==> config.mk <==
export PLATFORM = sky130hd
export DESIGN_NAME = hamming_tx_serializer
export DESIGN_NICKNAME = d
export VERILOG_FILES = /design/src/rtl/hamming_pkg.sv /design/src/rtl/hamming_enc12.sv /design/src/rtl/hamming_tx_serializer.sv
export SDC_FILE = /design/constraint.sdc
export NUM_CORES = 1
export LEC_CHECK = 0
export BUFFER_PORTS_ARGS = -buffer_cell sky130_fd_sc_hd__buf_2
export CAP_MARGIN = 30
export CORE_ASPECT_RATIO = 0.8
export CORE_MARGIN = 3
export CORE_UTILIZATION = 44
export CTS_BUF_LIST = sky130_fd_sc_hd__clkbuf_4 sky130_fd_sc_hd__clkbuf_8
export CTS_CLUSTER_DIAMETER = 30
export DETAILED_ROUTE_END_ITERATION = 8
export GPL_ROUTABILITY_DRIVEN = 0
export PLACE_DENSITY = 0.75
export SLEW_MARGIN = 40
export SYNTH_ARGS = -nofsm -noshare
export SYNTH_HDL_FRONTEND = slang
export SYNTH_SLANG_ARGS = --single-unit
export TNS_END_PERCENT = 1
==> constraint.sdc <==
create_clock -name clk -period 4.1 [get_ports clk]
set_input_delay 0.82 -clock clk [delete_from_list [all_inputs] [get_ports clk]]
set_output_delay 0.82 -clock clk [all_outputs]
set_load 0.05 [all_outputs]
==> src/rtl/hamming_pkg.sv <==
// Shared Hamming(12,8) definitions: widths, parity positions, coverage masks, FSM states.
// Latency: n/a (constants and pure functions only).
// Backpressure: n/a.
package hamming_pkg;

  localparam int DATA_W = 8;
  localparam int CODE_W = 12;

  // Parity bit positions within the 1-based codeword
  localparam int P1_POS = 1;
  localparam int P2_POS = 2;
  localparam int P4_POS = 4;
  localparam int P8_POS = 8;

  // Coverage masks, indexed [1:12] so position 1 is the MSB.
  // Each mask includes its own parity position, which is zero before parity is filled in.
  localparam logic [1:CODE_W] P1_MASK = 12'b101010101010; // 1,3,5,7,9,11
  localparam logic [1:CODE_W] P2_MASK = 12'b011001100110; // 2,3,6,7,10,11
  localparam logic [1:CODE_W] P4_MASK = 12'b000111100001; // 4,5,6,7,12
  localparam logic [1:CODE_W] P8_MASK = 12'b000000011111; // 8,9,10,11,12

  typedef enum logic [1:0] {
    IDLE  = 2'd0,
    SHIFT = 2'd1,
    GAP   = 2'd2
  } txState_e;

  // One-hot mask selecting a single codeword position; positions outside 1..12 give zero
  function automatic logic [1:CODE_W] posMask(input logic [3:0] pos);
    posMask = '0;
    if (pos >= 4'd1 && pos <= 4'd12) begin
      posMask = 12'b100000000000 >> (pos - 4'd1);
    end
  endfunction

endpackage

==> src/rtl/hamming_enc12.sv <==
// Hamming(12,8) even-parity encoder, data byte to 12-bit codeword (position 1 = MSB).
// Latency: purely combinational.
// Backpressure: none.
module hamming_enc12
  import hamming_pkg::*;
(
  input  logic [DATA_W-1:0] dataIn,
  output logic [1:CODE_W]   codeOut
);

  logic [1:CODE_W] rawWord;

  // Place data bits, then fill each parity slot with the xor of the positions it covers
  always_comb begin
    rawWord     = '0;
    rawWord[3]  = dataIn[7];
    rawWord[5]  = dataIn[6];
    rawWord[6]  = dataIn[5];
    rawWord[7]  = dataIn[4];
    rawWord[9]  = dataIn[3];
    rawWord[10] = dataIn[2];
    rawWord[11] = dataIn[1];
    rawWord[12] = dataIn[0];

    codeOut         = rawWord;
    codeOut[P1_POS] = ^(rawWord & P1_MASK);
    codeOut[P2_POS] = ^(rawWord & P2_MASK);
    codeOut[P4_POS] = ^(rawWord & P4_MASK);
    codeOut[P8_POS] = ^(rawWord & P8_MASK);
  end

endmodule

==> src/rtl/hamming_tx_serializer.sv <==
// Encodes one byte per handshake into a 12-bit Hamming word and shifts it out, position 1 first.
// Latency: first serial bit 1 cycle after capture; frame 12*BIT_CYCLES, then IDLE_GAP idle cycles.
// Backpressure: in_ready is low for the whole frame plus gap; optional macro HAMMING_ERR_INJECT_EN.
module hamming_tx_serializer
  import hamming_pkg::*;
#(
  parameter int unsigned BIT_CYCLES = 1,
  parameter int unsigned IDLE_GAP   = 0
) (
  input  logic              clk,
  input  logic              rst_n,
`ifdef HAMMING_ERR_INJECT_EN
  input  logic              err_en,
  input  logic [3:0]        err_pos,
`endif
  input  logic              in_valid,
  input  logic [DATA_W-1:0] in_data,
  output logic              in_ready,
  output logic              ser_out,
  output logic              ser_valid,
  output logic              ser_first,
  output logic              ser_last,
  output logic [1:CODE_W]   code_word,
  output logic              code_valid
);

  localparam logic [7:0] CYC_LAST = 8'(BIT_CYCLES - 1);
  localparam logic [7:0] GAP_LAST = 8'(IDLE_GAP - 1);
  localparam bit         HAS_GAP  = (IDLE_GAP != 0);

  txState_e        state, nextState;
  logic [1:CODE_W] encWord, txWord, injMask, shiftReg, codeWordQ;
  logic [7:0]      cycCnt, gapCnt;
  logic [3:0]      bitCnt;
  logic            codeValidQ;
  logic            capture, bitDone, frameDone;

  hamming_enc12 uEnc (
    .dataIn  (in_data),
    .codeOut (encWord)
  );

`ifdef HAMMING_ERR_INJECT_EN
  assign injMask = err_en ? posMask(err_pos) : '0;
`else
  assign injMask = '0;
`endif

  assign txWord    = encWord ^ injMask;
  assign capture   = (state == IDLE) && in_valid;
  assign bitDone   = (cycCnt == CYC_LAST);
  assign frameDone = bitDone && (bitCnt == 4'(CODE_W));

  // State register
  always_ff @(posedge clk or negedge rst_n) begin
    if (!rst_n) state <= IDLE;
    else        state <= nextState;
  end

  // Next-state: capture starts a frame, last bit ends it, optional gap before accepting again
  always_comb begin
    nextState = state;
    case (state)
      IDLE:    if (in_valid) nextState = SHIFT;
      SHIFT:   if (frameDone) nextState = HAS_GAP ? GAP : IDLE;
      GAP:     if (gapCnt == GAP_LAST) nextState = IDLE;
      default: nextState = IDLE;
    endcase
  end

  // Datapath: capture word, pace bits with cycCnt, step positions with bitCnt, count gap
  always_ff @(posedge clk or negedge rst_n) begin
    if (!rst_n) begin
      shiftReg   <= '0;
      codeWordQ  <= '0;
      codeValidQ <= 1'b0;
      cycCnt     <= '0;
      bitCnt     <= '0;
      gapCnt     <= '0;
    end else begin
      codeValidQ <= capture;
      if (capture) begin
        shiftReg  <= txWord;
        codeWordQ <= txWord;
        cycCnt    <= '0;
        bitCnt    <= 4'd1;
      end else if (state == SHIFT) begin
        if (bitDone) begin
          cycCnt   <= '0;
          shiftReg <= shiftReg << 1;
          bitCnt   <= frameDone ? 4'd0 : bitCnt + 4'd1;
          gapCnt   <= '0;
        end else begin
          cycCnt <= cycCnt + 8'd1;
        end
      end else if (state == GAP) begin
        gapCnt <= (gapCnt == GAP_LAST) ? 8'd0 : gapCnt + 8'd1;
      end
    end
  end

  // Outputs decoded from registered state only, so in_ready never depends on in_valid
  always_comb begin
    in_ready   = (state == IDLE);
    ser_valid  = (state == SHIFT);
    ser_out    = (state == SHIFT) && shiftReg[1];
    ser_first  = (state == SHIFT) && (bitCnt == 4'd1);
    ser_last   = (state == SHIFT) && (bitCnt == 4'(CODE_W));
    code_word  = codeWordQ;
    code_valid = codeValidQ;
  end

endmodule

==> flow_summary_export.csv, run 1 <==
group,metric,value,unit
hold_path,hp-class,"register to register",
yosys,netlist_top_cells_count,"38 x dfrtp_1, 37 x nand2_1, 11 x nor2_1",
clock_network,clkLatencyLatePin,0.28,ns
worst_setup_path,path_buf_inv,2,
job,maxCapViolCount,0,
final_layout,finish.utilization,54.1,%
clock_network,cts-root-buf,"clkbuf_8",
clock_network,cts_sinks,38,
yosys,synth-async-reset-ratio,100,%
yosys,ys_ff_latch,38,
place,dp_hpwl,2580,um
floorplanning,core-area,3900,um2
yosys,yosysMostFrequentCell,"dfrtp_1",
power_and_ir_drop,pwr-share-comb,19.3,%
yosys,ys.warnings.count,0,
yosys,synth_top_area_share,51.6,%
timing,max_clock_freq,0.420,GHz
timing,setup_viol,0,
global_route,track_usage,16.8,%
clock_network,cts_hold_repair.buffers,0,
timing,finalSetupTns,0,ns
floorplanning,start_util,47.2,%
worst_setup_path,worstPathCellList,"inv_1, ha_1, nand3_1, nor2_1, buf_2",
timing,finalHoldViolCount,0,
worst_setup_path,worst-setup-path-type,"register to output pin",
clock_network,cts_setup_buffers,0,
final_layout,layout.nets,227,
worst_setup_path,worstSetupStartpointType,"register",
route,ant_nets,0,
timing,tightest_slew,0.643,ns
route,vias,1364,
floorplanning,io_pins,29,
worst_setup_path,crit_slowest_cell,"dfrtp_1",
clock_network,htreeDepth,2,
place,io_buffer_count,28,
clock_network,ctsResizeCount,0,
clock_network,clk_pin_slew_worst_paths,0.07,ns
yosys,synth_edf_count,0,
worst_setup_path,critical-path-top-delay-family,"flip-flops",
yosys,synthFlopType,"dfrtp_1",
worst_setup_path,cp-end-kind,"output pin",
power_and_ir_drop,power.internal,0.000596,W
power_and_ir_drop,p_switching,0.000254,W
yosys,synth_top_area_cell,"dfrtp_1",
worst_setup_path,cp_max_fo,4,
power_and_ir_drop,clockPowerShare,31.3,%
floorplanning,dieArea,5000,um2
global_route,grt_pass1_vias,1322,
floorplanning,fp.dieW,78.3,um
global_route,grt_max_degree,39,
place,dp_cells,259,
global_route,grt_overflow,0,
clock_network,cts_tree,"built",
timing,period_needed,2.38,ns
yosys,syn-num-nets,197,
timing,rsz0062_at_grt,"false",
worst_setup_path,arrival,1.56,ns
global_route,antenna_found_initial,0,
final_layout,drive_above_1_share,19.8,%
final_layout,syn_to_final_growth,14.7,%
power_and_ir_drop,p_leak,1.10,nW
timing,skew,0.00332,ns
place,dpl_cell_area,2020,um2
route,first_iter_violations,124,
route,remaining_drc_errors,0,
yosys,syn_inst,181,
route,wl,3680,um
power_and_ir_drop,switching_share,29.9,%
final_layout,fin_cells,267,
final_layout,antenna_cells,0,
worst_setup_path,slowest_delay,0.41,ns
route,avgViaCountPerCell,5.11,
final_layout,design_area,2110,um2
route,wire_per_inst,13.8,um
floorplanning,rows,20,
power_and_ir_drop,sequentialPowerShare,49.4,%
yosys,synth.area.top_cells,"dfrtp_1 52%, nand2_1 7.5%, ha_1 3.4%",
worst_setup_path,required,3.28,ns
power_and_ir_drop,power.density,403,nW/um2
route,drt_pass1_iterations,4,
clock_network,cts_buffers,5,
floorplanning,die_y,63.9,um
timing,slew_violations,0,
global_route,grt_pass1_wl,6420,um
yosys,ys_types,36,
yosys,netlist_area,1840,um2
yosys,syn_area_per_cell,10.2,um2
power_and_ir_drop,ir_worst_vdd,203,uV
clock_network,cts_buffer_depth,2,
run_status,status,"finished, final reports clean",
timing,slew_headroom,57.1,%
yosys,seq_area_frac_synth,51.6,%
timing,period_share,58.1,%
==> flip-flops by register name (all words and copies together), names as in the netlist <==
name	flops
cycCnt	8
shiftReg	12
state	1
code_word	12
code_valid	1
bitCnt	4
==> placed cells by master (no fill, tap or decap), types with 2 or more instances in the layout <==
cell      count
o21ai_0       8
buf_2        27
xnor2_1       6
xor2_1        5
clkbuf_8      6
nor3_1        2
dfrtp_1      38
inv_1         6
nand2_1      37
inv_2         2
nand3_1       6
a21oi_1       6
ha_1          5
and2_1        4
a31oi_1       5
a221o_1       3
o21ai_1       7
a21o_1        4
mux2i_1       6
nor2_1       11
==> layout make-up <==
| type | instances | area [um2] |
|---|---|---|
| Clock buffer | 7 | 90.1 |
| Timing Repair Buffer | 28 | 143 |
| Inverter | 8 | 30.0 |
| Sequential cell | 38 | 951 |
| Tap cell | 55 | 68.8 |
| Clock inverter | 1 | 5.00 |
| Fill cell | 364 | 1790 |
| Multi-Input combinational cell | 130 | 825 |
==> power groups by stage <==
| stage | Clock (W) | Sequential (W) | Combinational [W] |
|---|---|---|---|
| finish | 0.000266 | 0.000420 | 0.000164 |
| global route | 0.000291 | 0.000424 | 0.000180 |
| CTS | 0.000276 | 0.000420 | 0.000166 |
| detailed placement | 0 | 0.000426 | 0.000166 |
| global placement | 0 | 0.000426 | 0.000164 |
| floorplan | 0 | 0.000471 | 0.0000761 |
==> kinds of logic (layout without fill, tap and decap cells) <==
family	count (synthesis)	after routing	share of synthesized area, %
fa+ha+maj	5	5	3.40
mux	6	6	3.26
buf+inv	13	44	3.60
xor+xnor	13	13	7.74
simple gates	69	69	17.9
flops	38	38	51.6
compound gates	37	37	12.5
==> final timing paths <==
kind / cells past startpoint / to / startpoint / slack [ns]
min in group asynchronous: 1 / code_word[8]$_DFFE_PN0P_ / rst_n / 0.49
setup / recovery: 5 / ser_last / bitCnt[0]$_DFFE_PN0P_ / 1.72
setup reg to reg: 6 / bitCnt[3]$_DFFE_PN0P_ / state[0]$_DFFE_PN0P_ / 1.87
hold reg to reg: 2 / code_word[7]$_DFFE_PN0P_ / code_word[7]$_DFFE_PN0P_ / 0.47
hold / removal: 2 / code_word[7]$_DFFE_PN0P_ / code_word[7]$_DFFE_PN0P_ / 0.47
max in group asynchronous: 1 / code_word[7]$_DFFE_PN0P_ / rst_n / 3.28
==> metrics by stage <==
| stage | hold slack (ns) | setup slack, ns | total power (W) |
|---|---|---|---|
| 6_report | 0.475 | 1.72 | 0.000850 |
| 5_1_grt | 0.501 | 1.56 | 0.000895 |
| 4_1_cts | 0.482 | 1.72 | 0.000862 |
| 3_5_place_dp | 0.457 | 1.65 | 0.000592 |
| 3_3_place_gp | 0.460 | 1.72 | 0.000590 |
| 2_1_floorplan | 0.446 | 1.54 | 0.000547 |
==> worst register-to-register path: cells and delay by family (launching register included) <==
kind            cells  cell delay [ns]
compound gates      3             0.74
flops               1             0.53
simple gates        1             0.45
buf+inv             2             0.43
==> layer usage <==
metal | track usage [%] | vias up | part of all wire, % | wire length, um
li1 | - | 681 | - | -
met1 | 26.3 | 655 | 53 | 1930
met2 | 21.3 | 23 | 42 | 1550
met3 | 3.94 | 5 | 3.8 | 140
met4 | 7.86 | 0 | 1.6 | 58
met5 | 0 | - | 0 | 0
Note: power is estimated with default switching activity, not from simulation.
==> run 2: changes to the inputs <==
- clock period: 4.1 -> 2.3 ns (I/O delays scaled with it)
==> flow_summary_export.csv, run 2 (synthesis results as in run 1) <==
group,metric,value,unit
route,first_iter_violations,121,
final_layout,drive_above_1_share,20.9,%
global_route,grt_pass1_vias,1374,
timing,period_needed,2.03,ns
timing,slew_violations,0,
floorplanning,start_util,47.2,%
timing,skew,0.00479,ns
clock_network,htreeDepth,2,
clock_network,cts_buffers,5,
global_route,grt_overflow,0,
clock_network,cts_sinks,38,
clock_network,cts_setup_buffers,0,
clock_network,ctsResizeCount,0,
route,drt_pass1_iterations,4,
worst_setup_path,required,1.84,ns
clock_network,cts-root-buf,"clkbuf_8",
route,vias,1377,
clock_network,cts_buffer_depth,2,
timing,max_clock_freq,0.492,GHz
timing,setup_viol,0,
floorplanning,core-area,3900,um2
timing,timing.hold.ws,0.119,ns
worst_setup_path,worst-setup-path-type,"register to output pin",
final_layout,finish.utilization,54.7,%
floorplanning,fp.dieW,78.3,um
worst_setup_path,arrival,1.57,ns
final_layout,final_common_cell,"dfrtp_1",
global_route,grt_pass1_wl,6600,um
route,ant_nets,0,
hold_path,hp-class,"input port to asynchronous set/reset pin",
run_status,status,"finished, final reports clean",
timing,period_share,88.4,%
floorplanning,rows,20,
route,avgViaCountPerCell,5.10,
global_route,track_usage,17.0,%
global_route,grt_max_degree,39,
worst_setup_path,worstSetupStartpointType,"register",
place,io_buffer_count,28,
power_and_ir_drop,power.density,714,nW/um2
worst_setup_path,cp-end-kind,"output pin",
place,dp_cells,262,
clock_network,cts_tree,"built",
floorplanning,io_pins,29,
route,wire_per_inst,14.0,um
job,maxCapViolCount,0,
floorplanning,dieArea,5000,um2
place,dp_hpwl,2750,um
timing,tightest_slew,0.624,ns
final_layout,final_cell_mix,"38 x dfrtp_1, 37 x nand2_1, 27 x buf_2, 11 x nor2_1, 8 x o21ai_0",
timing,rsz0062_at_grt,"false",
global_route,antenna_found_initial,0,
floorplanning,die_y,63.9,um
power_and_ir_drop,ir_worst_vdd,381,uV
route,wl,3780,um
clock_network,clk_pin_slew_worst_paths,0.07,ns
timing,finalWorstSetupSlack,0.268,ns
power_and_ir_drop,p_leak,1.11,nW
final_layout,syn_to_final_growth,15.9,%
final_layout,fin_cells,270,
final_layout,antenna_cells,0,
place,post-place-ws,0.536,ns
timing,slew_headroom,58.2,%
timing,finalSetupTns,0,ns
timing,finalHoldViolCount,0,
clock_network,cts_hold_repair.buffers,0,
final_layout,layout.nets,230,
worst_setup_path,cp_max_fo,4,
route,remaining_drc_errors,0,
clock_network,clkLatencyLatePin,0.29,ns
[run 2: changes by cell type in the layout (fill, tap and decap cells not counted)]
| cell | change |
|---|---|
| buf_4 | +3 |
[run 2: area by class of cell]
type	count	area, um2
Clock inverter	1	5.00
Fill cell	366	1770
Timing Repair Buffer	31	165
Inverter	8	30.0
Tap cell	55	68.8
Multi-Input combinational cell	130	825
Sequential cell	38	951
Clock buffer	7	90.1
[run 2: path summary, 6_finish.rpt]
kind                                             end                startpoint  depth (start not counted)  slack [ns]
hold / removal              code_word[9]$_DFFE_PN0P_                     rst_n                          1        0.12
setup / recovery                            ser_last     bitCnt[0]$_DFFE_PN0P_                          5        0.27
min in group clk           code_word[10]$_DFFE_PN0P_                in_data[2]                          3        0.42
max in group asynchronous       state[0]$_DFFE_PN0P_                     rst_n                          1        1.85
setup reg to reg               bitCnt[3]$_DFFE_PN0P_     cycCnt[0]$_DFFE_PN0P_                          6        0.50
hold reg to reg             code_word[5]$_DFFE_PN0P_  code_word[5]$_DFFE_PN0P_                          1        0.47
[run 2: per-layer routing]
metal  vias up  global-route usage, %  part of all wire [%]
li1        686                      -                     -
met1       656                   25.6                    51
met2        29                   22.5                    43
met3         6                   4.79                   5.1
met4         0                   7.42                   1.3
met5         -                      0                     0
[run 2: worst max-delay path, stage by stage (launching register included)]
cell and delay [ns]:
dfrtp_1 0.41, inv_1 0.12, ha_1 0.22, nand3_1 0.12, nor2_1 0.12, buf_2 0.27
[run 2: where the power goes]
part / internal (W) / switching, W / total [W]
sequential: 0.000719 / 0.0000299 / 0.000749
clock: 0.000253 / 0.000225 / 0.000479
combinational: 0.0000938 / 0.000204 / 0.000297
total: 0.00107 / 0.000459 / 0.00152
[run 2: per-stage QoR]
stage / total power (W) / area [um2]
floorplan: 0.000975 / 1840
global placement: 0.00105 / 2040
detailed placement: 0.00106 / 2040
CTS: 0.00154 / 2130
global route: 0.00160 / 2130
finish: 0.00152 / 2130
==> run 3: changes to the inputs <==
- RECOVER_POWER: not set -> 50
==> flow_summary_export.csv, run 3 (synthesis results as in run 1) <==
group,metric,value,unit
clock_network,cts_buffers,5,
timing,slew_headroom,39.3,%
worst_setup_path,path_depth,5,
clock_network,htreeDepth,2,
hold_path,hp-class,"input port to asynchronous set/reset pin",
global_route,track_usage,17.0,%
floorplanning,fp.dieW,78.3,um
place,dpl_cell_area,2040,um2
final_layout,final_cell_mix,"38 x dfrtp_1, 37 x nand2_1, 19 x buf_2, 11 x nor2_1",
floorplanning,start_util,47.2,%
floorplanning,rows,20,
worst_setup_path,critical-path-top-delay-family,"flip-flops",
timing,timing.hold.ws,0.291,ns
route,wl,3800,um
worst_setup_path,reg2reg_depth,6,
global_route,grt_pass1_wl,6600,um
floorplanning,dieArea,5000,um2
worst_setup_path,crit_slowest_cell,"dfrtp_1",
power_and_ir_drop,p_leak,1.08,nW
final_layout,final_common_cell,"dfrtp_1",
worst_setup_path,worstPathCellList,"inv_1, ha_1, nand3_1, nor2_1, buf_2",
power_and_ir_drop,power.density,716,nW/um2
timing,skew,0.00477,ns
timing,slew_violations,0,
route,avgViaCountPerCell,5.10,
place,dp_cells,262,
final_layout,syn_to_final_growth,15.2,%
final_layout,drive_above_1_share,16.7,%
timing,finalSetupTns,0,ns
worst_setup_path,slowest_delay,0.41,ns
worst_setup_path,crit_start,"bitCnt[0]$_DFFE_PN0P_",
final_layout,antenna_cells,0,
worst_setup_path,worstSetupStartpointType,"register",
clock_network,clk_pin_slew_worst_paths,0.07,ns
floorplanning,die_y,63.9,um
route,drt_pass1_iterations,4,
worst_setup_path,r2r_start,"cycCnt[0]$_DFFE_PN0P_",
final_layout,fin_cells,270,
route,vias,1378,
clock_network,cts_sinks,38,
clock_network,ctsResizeCount,0,
final_layout,layout.nets,230,
clock_network,clkLatencyLatePin,0.29,ns
route,wl_met3,196,um
route,dr_wl_met2,1620,um
final_layout,design_area,2120,um2
worst_setup_path,arrival,1.58,ns
clock_network,cts-root-buf,"clkbuf_8",
place,io_buffer_count,28,
floorplanning,core-area,3900,um2
timing,period_share,88.6,%
timing,finalHoldViolCount,0,
worst_setup_path,required,1.84,ns
timing,max_clock_freq,0.491,GHz
route,wl_met1,1930,um
worst_setup_path,worst-setup-path-type,"register to output pin",
clock_network,cts_hold_repair.buffers,0,
route,first_iter_violations,119,
global_route,grt_overflow,0,
clock_network,cts_buffer_depth,2,
worst_setup_path,cp-end-kind,"output pin",
route,wire_per_inst,14.1,um
clock_network,cts_tree,"built",
timing,tightest_slew,0.910,ns
route,routed.top_layer,"met4",
place,dp_hpwl,2750,um
timing,setup_viol,0,
worst_setup_path,path_buf_inv,2,
route,ant_nets,0,
timing,period_needed,2.04,ns
global_route,grt_max_degree,39,
route,remaining_drc_errors,0,
worst_setup_path,cp_max_fo,4,
floorplanning,io_pins,29,
run_status,status,"finished, final reports clean",
global_route,antenna_found_initial,0,
clock_network,cts_setup_buffers,0,
power_and_ir_drop,ir_worst_vdd,381,uV
timing,rsz0062_at_grt,"false",
global_route,grt_pass1_vias,1374,
job,maxCapViolCount,0,
==> run 3: layout make-up <==
cell class	count	area, um2
Clock buffer	7	90.1
Sequential cell	38	951
Multi-Input combinational cell	130	825
Fill cell	366	1780
Tap cell	55	68.8
Timing Repair Buffer	31	153
Clock inverter	1	5.00
Inverter	8	30.0
==> run 3: worst paths after layout <==
kind,to,slack [ns]
worst max-delay path,ser_last,0.26
worst min-delay path,code_word[9]$_DFFE_PN0P_,0.29
worst max register to register,bitCnt[3]$_DFFE_PN0P_,0.50
worst min register to register,code_word[5]$_DFFE_PN0P_,0.48
max in group asynchronous,state[0]$_DFFE_PN0P_,1.45
min in group clk,code_word[10]$_DFFE_PN0P_,0.42
==> run 3: metrics by stage <==
| step | util (%) | setup WS [ns] | total power [W] |
|---|---|---|---|
| after detailed placement | 52.2 | 0.536 | 0.00106 |
| final | 54.4 | 0.262 | 0.00152 |
| after global placement | 52.2 | 0.582 | 0.00105 |
| after CTS | 54.6 | 0.278 | 0.00154 |
| after global routing | 54.4 | 0.179 | 0.00160 |
| after floorplan | - | 0.0996 | 0.000975 |
==> run 3: routing by layer <==
metal  global-route usage [%]  up-vias
met2                     22.5       29
li1                         -      686
met5                        0        -
met4                     7.42        0
met3                     4.79        6
met1                     25.6      657
==> run 3: power breakdown <==
group / switching, W / internal, W
clock: 0.000225 / 0.000253
combinational: 0.000204 / 0.0000889
sequential: 0.0000302 / 0.000719
total: 0.000459 / 0.00106
